**src/rtl/decode_stage.sv**
```systemverilog
// decode_stage: instruction queue -> combinational decoder -> registered decoded output.
// Ports:
//   clk, rst                 clock, asynchronous active-high reset
//   in_valid/in_ready        fetch-side handshake, in_inst/in_pc payload
//   flush                    drop every queued and registered instruction
//   out_valid/out_ready      downstream handshake for the decoded output register
//   out_pc, src1_reg, src2_reg, dst_reg, imm, alu_code, alu_op1_type, alu_op2_type,
//   reg_w_enable, is_load, is_store, is_halt   decoded fields of the output instruction
//   halted                   sticky, set once a halt instruction is accepted downstream
//   count                    queue occupancy
module decode_stage #(
    parameter int unsigned DEPTH = 4,
    parameter int unsigned CNT_W = $clog2(DEPTH + 1)
) (
    input  logic             clk,
    input  logic             rst,
    input  logic             in_valid,
    output logic             in_ready,
    input  logic [31:0]      in_inst,
    input  logic [31:0]      in_pc,
    input  logic             flush,
    output logic             out_valid,
    input  logic             out_ready,
    output logic [31:0]      out_pc,
    output logic [4:0]       src1_reg,
    output logic [4:0]       src2_reg,
    output logic [4:0]       dst_reg,
    output logic [31:0]      imm,
    output logic [5:0]       alu_code,
    output logic [1:0]       alu_op1_type,
    output logic [1:0]       alu_op2_type,
    output logic             reg_w_enable,
    output logic             is_load,
    output logic             is_store,
    output logic             is_halt,
    output logic             halted,
    output logic [CNT_W-1:0] count
);

    localparam int unsigned PTR_W = $clog2(DEPTH);

    localparam logic [6:0] OPC_OP     = 7'h33;
    localparam logic [6:0] OPC_OP_IMM = 7'h13;
    localparam logic [6:0] OPC_LOAD   = 7'h03;
    localparam logic [6:0] OPC_STORE  = 7'h23;
    localparam logic [6:0] OPC_BRANCH = 7'h63;
    localparam logic [6:0] OPC_LUI    = 7'h37;
    localparam logic [6:0] OPC_AUIPC  = 7'h17;
    localparam logic [6:0] OPC_JAL    = 7'h6f;
    localparam logic [6:0] OPC_JALR   = 7'h67;
    localparam logic [6:0] OPC_SYSTEM = 7'h73;

    // alu_code[5:4] class: 0 arith/logic, 1 branch compare, 2 address/link add, 3 pass-through
    // alu_op1_type: 0 rs1, 1 pc, 2 zero.  alu_op2_type: 0 rs2, 1 imm, 2 constant 4
    typedef struct packed {
        logic [4:0]  src1;
        logic [4:0]  src2;
        logic [4:0]  dst;
        logic [31:0] imm;
        logic [5:0]  alu_code;
        logic [1:0]  op1_type;
        logic [1:0]  op2_type;
        logic        reg_w_enable;
        logic        is_load;
        logic        is_store;
        logic        is_halt;
    } dec_t;

    typedef struct packed {
        logic [31:0] inst;
        logic [31:0] pc;
    } entry_t;

    // RV32I field decoder; unused register fields are reported as x0 so they never interlock
    function automatic dec_t decoder(input logic [31:0] inst);
        dec_t        d;
        logic [6:0]  opcode;
        logic [2:0]  funct3;
        logic [4:0]  rd;
        logic [4:0]  rs1;
        logic [4:0]  rs2;
        logic [31:0] imm_i;
        logic [31:0] imm_s;
        logic [31:0] imm_b;
        logic [31:0] imm_u;
        logic [31:0] imm_j;
        opcode = inst[6:0];
        funct3 = inst[14:12];
        rd     = inst[11:7];
        rs1    = inst[19:15];
        rs2    = inst[24:20];
        imm_i  = {{20{inst[31]}}, inst[31:20]};
        imm_s  = {{20{inst[31]}}, inst[31:25], inst[11:7]};
        imm_b  = {{19{inst[31]}}, inst[31], inst[7], inst[30:25], inst[11:8], 1'b0};
        imm_u  = {inst[31:12], 12'h000};
        imm_j  = {{11{inst[31]}}, inst[31], inst[19:12], inst[20], inst[30:21], 1'b0};
        d = '0;
        case (opcode)
            OPC_OP: begin
                d.src1 = rs1; d.src2 = rs2; d.dst = rd;
                d.alu_code = {2'd0, inst[30], funct3};
            end
            OPC_OP_IMM: begin
                d.src1 = rs1; d.dst = rd; d.imm = imm_i; d.op2_type = 2'd1;
                d.alu_code = {2'd0, (funct3 == 3'd5) && inst[30], funct3};
            end
            OPC_LOAD: begin
                d.src1 = rs1; d.dst = rd; d.imm = imm_i; d.op2_type = 2'd1;
                d.alu_code = 6'h20; d.is_load = 1'b1;
            end
            OPC_STORE: begin
                d.src1 = rs1; d.src2 = rs2; d.imm = imm_s; d.op2_type = 2'd1;
                d.alu_code = 6'h20; d.is_store = 1'b1;
            end
            OPC_BRANCH: begin
                d.src1 = rs1; d.src2 = rs2; d.imm = imm_b;
                d.alu_code = {2'd1, 1'b0, funct3};
            end
            OPC_LUI: begin
                d.dst = rd; d.imm = imm_u; d.op1_type = 2'd2; d.op2_type = 2'd1;
                d.alu_code = 6'h30;
            end
            OPC_AUIPC: begin
                d.dst = rd; d.imm = imm_u; d.op1_type = 2'd1; d.op2_type = 2'd1;
                d.alu_code = 6'h20;
            end
            OPC_JAL: begin
                d.dst = rd; d.imm = imm_j; d.op1_type = 2'd1; d.op2_type = 2'd2;
                d.alu_code = 6'h20;
            end
            OPC_JALR: begin
                d.src1 = rs1; d.dst = rd; d.imm = imm_i; d.op2_type = 2'd2;
                d.alu_code = 6'h20;
            end
            OPC_SYSTEM: begin
                d.alu_code = 6'h30;
                d.is_halt  = (funct3 == 3'd0);
            end
            default: ;
        endcase
        d.reg_w_enable = (d.dst != 5'd0);
        return d;
    endfunction

    entry_t             mem_q [DEPTH];
    entry_t             mem_d [DEPTH];
    logic [PTR_W-1:0]   wr_ptr_q, wr_ptr_d;
    logic [PTR_W-1:0]   rd_ptr_q, rd_ptr_d;
    logic [CNT_W-1:0]   count_q, count_d;
    logic               out_valid_q, out_valid_d;
    logic [31:0]        out_pc_q, out_pc_d;
    dec_t               out_q, out_d;
    logic               halted_q, halted_d;

    logic               full;
    logic               empty;
    logic               push;
    logic               accept;
    logic               out_free;
    logic               interlock;
    logic               issue;
    dec_t               head_dec;

    assign full     = (count_q == CNT_W'(DEPTH));
    assign empty    = (count_q == '0);
    assign in_ready = !full && !halted_q;
    assign push     = in_valid && in_ready;
    assign accept   = out_valid_q && out_ready;
    assign out_free = !out_valid_q || out_ready;
    assign head_dec = decoder(mem_q[rd_ptr_q].inst);

    // load in the output register blocks any head reading its destination, even after acceptance
    assign interlock = out_valid_q && out_q.is_load && (out_q.dst != 5'd0) &&
                       ((head_dec.src1 == out_q.dst) || (head_dec.src2 == out_q.dst));

    // a halt sitting in the output register already stops issue, so nothing follows it
    assign issue = out_free && !empty && !interlock && !halted_q &&
                   !(out_valid_q && out_q.is_halt);

    // next-state for queue, output register and halt flag
    always_comb begin
        mem_d       = mem_q;
        wr_ptr_d    = wr_ptr_q;
        rd_ptr_d    = rd_ptr_q;
        count_d     = count_q;
        out_valid_d = out_valid_q;
        out_pc_d    = out_pc_q;
        out_d       = out_q;
        halted_d    = halted_q || (accept && out_q.is_halt);

        if (flush) begin
            wr_ptr_d    = '0;
            rd_ptr_d    = '0;
            count_d     = '0;
            out_valid_d = 1'b0;
        end else begin
            if (push) begin
                mem_d[wr_ptr_q] = entry_t'{inst: in_inst, pc: in_pc};
                wr_ptr_d        = wr_ptr_q + PTR_W'(1);
            end
            if (issue) begin
                rd_ptr_d = rd_ptr_q + PTR_W'(1);
                out_d    = head_dec;
                out_pc_d = mem_q[rd_ptr_q].pc;
            end
            if (out_free) begin
                out_valid_d = issue;
            end
            count_d = count_q + CNT_W'(push) - CNT_W'(issue);
        end
    end

    // state registers
    always_ff @(posedge clk or posedge rst) begin
        if (rst) begin
            for (int i = 0; i < int'(DEPTH); i++) begin
                mem_q[i] <= '0;
            end
            wr_ptr_q    <= '0;
            rd_ptr_q    <= '0;
            count_q     <= '0;
            out_valid_q <= 1'b0;
            out_pc_q    <= '0;
            out_q       <= '0;
            halted_q    <= 1'b0;
        end else begin
            mem_q       <= mem_d;
            wr_ptr_q    <= wr_ptr_d;
            rd_ptr_q    <= rd_ptr_d;
            count_q     <= count_d;
            out_valid_q <= out_valid_d;
            out_pc_q    <= out_pc_d;
            out_q       <= out_d;
            halted_q    <= halted_d;
        end
    end

    assign out_valid    = out_valid_q;
    assign out_pc       = out_pc_q;
    assign src1_reg     = out_q.src1;
    assign src2_reg     = out_q.src2;
    assign dst_reg      = out_q.dst;
    assign imm          = out_q.imm;
    assign alu_code     = out_q.alu_code;
    assign alu_op1_type = out_q.op1_type;
    assign alu_op2_type = out_q.op2_type;
    assign reg_w_enable = out_q.reg_w_enable;
    assign is_load      = out_q.is_load;
    assign is_store     = out_q.is_store;
    assign is_halt      = out_q.is_halt;
    assign halted       = halted_q;
    assign count        = count_q;

endmodule
```
**config.mk**
```make
export PLATFORM = sky130hd
export DESIGN_NAME = decode_stage
export DESIGN_NICKNAME = d
export VERILOG_FILES = /design/src/rtl/decode_stage.sv
export SDC_FILE = /design/constraint.sdc
export NUM_CORES = 1
export LEC_CHECK = 0
export BUFFER_PORTS_ARGS = -buffer_cell sky130_fd_sc_hd__buf_2
export CORE_MARGIN = 2
export CORE_UTILIZATION = 35
export CTS_CLUSTER_DIAMETER = 120
export DETAILED_ROUTE_END_ITERATION = 6
export SYNTH_ARGS = -nofsm -noshare
export SYNTH_HDL_FRONTEND = slang
export SYNTH_SLANG_ARGS = --single-unit
```
**constraint.sdc**
```tcl
create_clock -name clk -period 26.2 [get_ports clk]
set_input_delay 2.62 -clock clk [delete_from_list [all_inputs] [get_ports clk]]
set_output_delay 2.62 -clock clk [all_outputs]
set_load 0.005 [all_outputs]
```
==> results.yml, run 1 <==
place:
  dp_hpwl_um: 25000
  port-buffer-count: 167
  postPlaceCellArea_um2: 17500
  finalWeightedCongestion: 0.821
  dp.cells: 1800
die:
  placement_rows: 78
  io_pins: 168
  die_height_um: 218
  initial_utilization_pct: 35.5
  die_area_um2: 47700
  dieWidth_um: 218
  core_region_area_um2: 45400
synth:
  synthArstFlopShare_pct: 100
  synth-seq-area-share_pct: 55.7
  synth_top_area_share_pct: 55.7
  syn-cell-area_um2: 16100
  synthCells: 1079
  synthesis.nets: 1154
  yosys_register_bits: 358
  ys_top_cells_by_count: "sky130_fd_sc_hd__dfrtp_1, sky130_fd_sc_hd__mux2_2, sky130_fd_sc_hd__mux4_2"
  synth.top_cells.by_area: "sky130_fd_sc_hd__dfrtp_1, sky130_fd_sc_hd__mux2_2, sky130_fd_sc_hd__mux4_2, sky130_fd_sc_hd__mux2i_1, sky130_fd_sc_hd__mux2_4"
  synthDominantAreaCellType: "sky130_fd_sc_hd__dfrtp_1"
  synth-main-ff-cell: "sky130_fd_sc_hd__dfrtp_1"
  synth-edff-count: 0
  synthesis.yosys.warnings: 0
  syn_area_per_cell_um2: 14.9
  post-synth-top-count-cell: "sky130_fd_sc_hd__dfrtp_1"
  yosys.cell_types.count: 59
clock_network:
  tritoncts: "done"
  clock_insertion_delay_worst_skew_ns: 0.54
  postCtsSetupBuffers: 0
  cts.repair.resized: 0
  clk_path_buf_depth: 3
  clk_pin_slew_worst_paths_ns: 0.06
  cts_hold_buf: 0
  ctsHtreeMaxLevel: 2
  cts.root.buffer_cell: "sky130_fd_sc_hd__clkbuf_16"
  cts_num_sinks: 358
  cts_buffers: 40
critical_path:
  critical_path.slowest_cell: "sky130_fd_sc_hd__buf_4"
  cp-end-kind: "flop"
  critical_path.cell_chain: "buf_4, mux4_2, nand2b_4, a2111oi_4, a21oi_1, o22a_1, a211oi_4, buf_4, mux2_2"
  slowest_stage_delay_cp_ns: 0.85
  cp.buffers_inverters: 2
  timing.critical_path.mode_cell: "sky130_fd_sc_hd__buf_4"
  setup.worst_path.start_class: "flop"
  crit_type: "reg -> reg"
  critical_path_peak_fanout: 65
  worst_path_dominant_cell_family: "buffers and inverters"
  worstPathArrival_ns: 5.25
  timing.critical_path.required_ns: 26.61
run_status:
  outcome: "finished, final reports clean"
cells_and_area:
  finish.cell_count_without_fillers: 1872
  largest_register_ffs: 256
  post_route_cells_drive_above_1_share_pct: 49.4
  final_area_um2: 18800
  nets: 1317
  largest_register: "mem_q"
  fin_util_pct: 41.3
  flow.area_growth_from_synthesis_pct: 16.6
global_routing:
  groute.usage.overall_pct: 16.6
  grt_pass1_wl_um: 61100
  grt_antenna_before_repair: 8
  grt_pass1_vias: 10100
  maximum_number_of_pins_on_one_net_before_global_route_repair: 122
  total_gr_overflow: 0
routing:
  detailedRoute.firstPassIterationCount: 4
  wirelength_um: 38600
  drt.antenna.violating_nets: 0
  vias_per_inst: 5.09
  wire_per_inst_um: 20.6
  post_detailed_route_drc_marker_count: 0
  detailedRoute.firstIterationViolations: 634
  routed-via-count: 9528
sta:
  fin_setup_tns_ns: 0
  slew-limit-headroom_pct: 26.9
  unrepaired_setup_endpoints_after_global_routing: "no"
  achievable-frequency_mhz: 207
  timing.final.max_slew_violations: 0
  maximum_clock_skew_at_final_layout_ns: 0.0147
  fin_crit_sh_pct: 18.5
  min_period_ns: 4.84
  report.final.setup_viol: 0
  hold_viol: 0
  hold_ws_ns: 0.497
  worst_tran_pin_value_ns: 1.10
power_and_ir_drop:
  power.static_leakage_nw: 8.63
  power-per-cell-area_nw_per_um2: 119
  irDropWorstVdd_uv: 71.7
min_path:
  holdCritPathClass: "reg -> reg"
flow_run:
  cap_violations: 0
metal layers:
layer | GRT usage [%] | part of all wire [%] | vias to the layer above
met2 | 27.4 | 48 | 187
met5 | 0 | 0.25 | -
met4 | 3.74 | 1.6 | 14
li1 | - | - | 4257
met1 | 22.4 | 44 | 5007
met3 | 3.72 | 5.8 | 63
per-stage QoR:
step / setup slack [ns] / total power (W)
final: 21.36 / 0.00224
after global routing: 21.05 / 0.00238
after CTS: 21.35 / 0.00227
after detailed placement: 21.18 / 0.00173
after global placement: 21.23 / 0.00170
after floorplan: 13.65 / 0.00148
layout make-up:
class                      instances  area (um^2)
antenna                            1         2.50
sequential                       358         8970
timing repair buffer             179          926
tap                              600          751
clock buffer                      61         1180
fill                            4215        26600
inverter                          51          199
multi-input combinational        612         6670
clock inverter                    10         65.1
worst reg2reg max path: stages, from the launching register on:
cell,delay [ns]
sky130_fd_sc_hd__dfrtp_4,0.45
sky130_fd_sc_hd__buf_4,0.82
sky130_fd_sc_hd__mux4_2,0.64
sky130_fd_sc_hd__nand2b_4,0.12
sky130_fd_sc_hd__a2111oi_4,0.69
sky130_fd_sc_hd__a21oi_1,0.15
sky130_fd_sc_hd__o22a_1,0.29
sky130_fd_sc_hd__a211oi_4,0.22
sky130_fd_sc_hd__buf_4,0.85
sky130_fd_sc_hd__mux2_2,0.48
cells by family (layout without fill, tap and decap cells):
family          count (synthesis)  count (layout)  share of synthesized area, %
other cells                     0               1                             0
simple gates                  117             117                          3.56
xor+xnor                        5               5                         0.272
flops                         358             358                          55.7
buf+inv                       109             301                          3.11
compound gates                 65              65                          2.88
mux                           419             419                          34.0
fa+ha+maj                       6               6                         0.513
path summary, 6_finish.rpt:
check,from,endpoint,slack [ns],depth (start not counted)
max reg2reg,rd_ptr_q[1]$_DFFE_PP0P_,out_pc[9]$_DFFE_PP0P_,21.36,9
min,mem_q[18]$_DFFE_PP0P_,mem_q[18]$_DFFE_PP0P_,0.50,1
min reg2reg,mem_q[18]$_DFFE_PP0P_,mem_q[18]$_DFFE_PP0P_,0.50,1
max,rd_ptr_q[1]$_DFFE_PP0P_,out_pc[9]$_DFFE_PP0P_,21.36,9
max in group asynchronous,rst,rd_ptr_q[0]$_DFFE_PP0P_,22.26,3
min in group asynchronous,rst,mem_q[174]$_DFFE_PP0P_,2.22,2
power by group:
part | total [W] | internal [W] | switching (W)
Combinational | 0.000790 | 0.000431 | 0.000360
Clock | 0.000531 | 0.000310 | 0.000221
Sequential | 0.000916 | 0.000785 | 0.000131
Total | 0.00224 | 0.00153 | 0.000712
cell usage in the layout, fill, tap and decap left out, drive strengths merged, types with 5 or more instances in the layout:
cell type	instances
mux4	64
nand2	40
and3	7
dfrtp	358
ha	5
clkinv	9
nor2	31
mux2	307
mux2i	48
buf	179
nor2b	6
inv	52
a21oi	27
clkbuf	61
o21ai	6
and2	7
nand2b	7
Note: power is estimated with default switching activity, not from simulation.
==> inputs of run 2 (changes only) <==
==> constraint.sdc (replaced) <==
create_clock -name clk -period 4.8 [get_ports clk]
set_input_delay 0.48 -clock clk [delete_from_list [all_inputs] [get_ports clk]]
set_output_delay 0.48 -clock clk [all_outputs]
set_load 0.005 [all_outputs]
==> results.yml, run 2 (synthesis gave the netlist of run 1 again) <==
clock_network:
  clock_insertion_delay_worst_skew_ns: 0.57
  tritoncts: "done"
  cts_hold_buf: 0
  ctsHtreeMaxLevel: 2
  cts_num_sinks: 358
  clk_path_buf_depth: 3
  cts.root.buffer_cell: "sky130_fd_sc_hd__clkbuf_16"
  postCtsSetupBuffers: 0
  clk_pin_slew_worst_paths_ns: 0.06
  cts.repair.resized: 0
  cts_buffers: 41
sta:
  hold_ws_ns: 0.0807
  unrepaired_setup_endpoints_after_global_routing: "no"
  report.final.setup_viol: 0
  timing.final.max_slew_violations: 0
  min_period_ns: 4.12
  worst_tran_pin_value_ns: 0.757
  maximum_clock_skew_at_final_layout_ns: 0.0213
  fin_crit_sh_pct: 85.8
  achievable-frequency_mhz: 243
  hold_viol: 0
  slew-limit-headroom_pct: 49.5
die:
  placement_rows: 78
  initial_utilization_pct: 35.5
  dieWidth_um: 218
  io_pins: 168
  die_height_um: 218
  core_region_area_um2: 45400
  die_area_um2: 47700
flow_run:
  cap_violations: 0
routing:
  vias_per_inst: 5.09
  detailedRoute.firstIterationViolations: 632
  drt.antenna.violating_nets: 0
  post_detailed_route_drc_marker_count: 0
  routed-via-count: 9542
  detailedRoute.firstPassIterationCount: 4
  wirelength_um: 39100
  wire_per_inst_um: 20.9
cells_and_area:
  commonest_non_fill_non_tap_cells_in_the_layout: "sky130_fd_sc_hd__dfrtp_1, sky130_fd_sc_hd__mux2_2, sky130_fd_sc_hd__buf_2"
  fin_util_pct: 41.6
  layout.cells.most_common: "sky130_fd_sc_hd__dfrtp_1"
  post_route_cells_drive_above_1_share_pct: 49.4
  flow.area_growth_from_synthesis_pct: 17.2
  largest_register: "mem_q"
  nets: 1324
  largest_register_ffs: 256
power_and_ir_drop:
  power.static_leakage_nw: 8.66
  power-per-cell-area_nw_per_um2: 650
  report.power.total_w: 0.0123
  irDropWorstVdd_uv: 349
critical_path:
  worstPathArrival_ns: 4.54
  slowest_stage_delay_cp_ns: 0.65
  ff2ff_setup_slack_ns: 0.68
  timing.reg2reg.worst_path_depth: 12
  cp-end-kind: "flop"
  timing.critical_path.required_ns: 5.23
  worstReg2RegEnd: "count[2]$_DFF_PP0_"
  setup.worst_path.start_class: "flop"
  critical_path.slowest_cell: "sky130_fd_sc_hd__a2111oi_4"
  reg2reg_from: "rd_ptr_q[1]$_DFFE_PP0P_"
  crit_type: "reg -> reg"
  critical_path.cell_chain: "inv_1, mux4_2, a2111oi_4, o21ai_1, a221oi_2, a211o_1, xnor2_1, ha_1, inv_1, fa_1, xnor2_1, nor2_1"
  critical_path_peak_fanout: 18
run_status:
  outcome: "finished, final reports clean"
global_routing:
  maximum_number_of_pins_on_one_net_before_global_route_repair: 130
  grt_pass1_wl_um: 61700
  total_gr_overflow: 0
  groute.usage.overall_pct: 16.9
  grt_pass1_vias: 10200
  grt_antenna_before_repair: 7
min_path:
  holdCritPathClass: "in -> async"
place:
  dp_hpwl_um: 25700
  finalWeightedCongestion: 0.840
  port-buffer-count: 167
[run 2: worst max-delay path by stage]
| stage | startpoint | slack [ns] | endpoint | cells after the start |
|---|---|---|---|---|
| global route | rd_ptr_q[1]$_DFFE_PP0P_ | 0.40 | count[2]$_DFF_PP0_ | 12 |
| finish | rd_ptr_q[1]$_DFFE_PP0P_ | 0.68 | count[2]$_DFF_PP0_ | 12 |
| CTS | rd_ptr_q[1]$_DFFE_PP0P_ | 0.69 | count[2]$_DFF_PP0_ | 12 |
| floorplan | rst | -0.48 | alu_code[0]$_DFFE_PP0P_ | 1 |
| detailed placement | rd_ptr_q[1]$_DFFE_PP0P_ | 0.71 | count[2]$_DFF_PP0_ | 12 |
| global placement | rd_ptr_q[1]$_DFFE_PP0P_ | 0.77 | count[2]$_DFF_PP0_ | 12 |
[run 2: cell type report]
cell class / instances / area [um^2]
inverters: 51 / 195
multi-input cells: 612 / 6670
repair buffers: 185 / 1030
diodes: 1 / 2.50
flip-flops and latches: 358 / 8970
well taps: 600 / 751
fillers: 4200 / 26500
clock inverters: 6 / 55.1
clock buffers: 61 / 1180
[run 2: per-layer routing]
layer | part of all wire [%] | global-route usage, %
met2 | 48 | 27.1
met5 | 0.13 | 0
met3 | 5.6 | 4.36
met1 | 44 | 22.7
met4 | 2.2 | 4.65
[run 2: per-stage QoR]
stage	cells	setup slack, ns	area [um^2]	TNS [ns]
global route	1873	0.399	18900	0
floorplan	1079	-0.478	16100	-171.23
detailed placement	1806	0.711	17600	0
CTS	1873	0.687	18900	0
finish	1874	0.683	18900	0
global placement	1806	0.767	17600	0
[run 2: power by group]
group	switching [W]	internal, W	total, W
clock	0.00125	0.00170	0.00294
sequential	0.000696	0.00429	0.00498
combinational	0.00196	0.00237	0.00433
total	0.00390	0.00835	0.0123
[run 2: worst max-delay path: cells and delay by family (launching register included)]
family	cells	cell delay, ns
and+or+nand+nor	1	0.06
muxes	1	0.64
buffers and inverters	2	0.24
adders and majority gates	2	0.56
DFF	1	0.62
AOI/OAI and AO/OA	4	1.56
xor gates and xnor gates	2	0.31
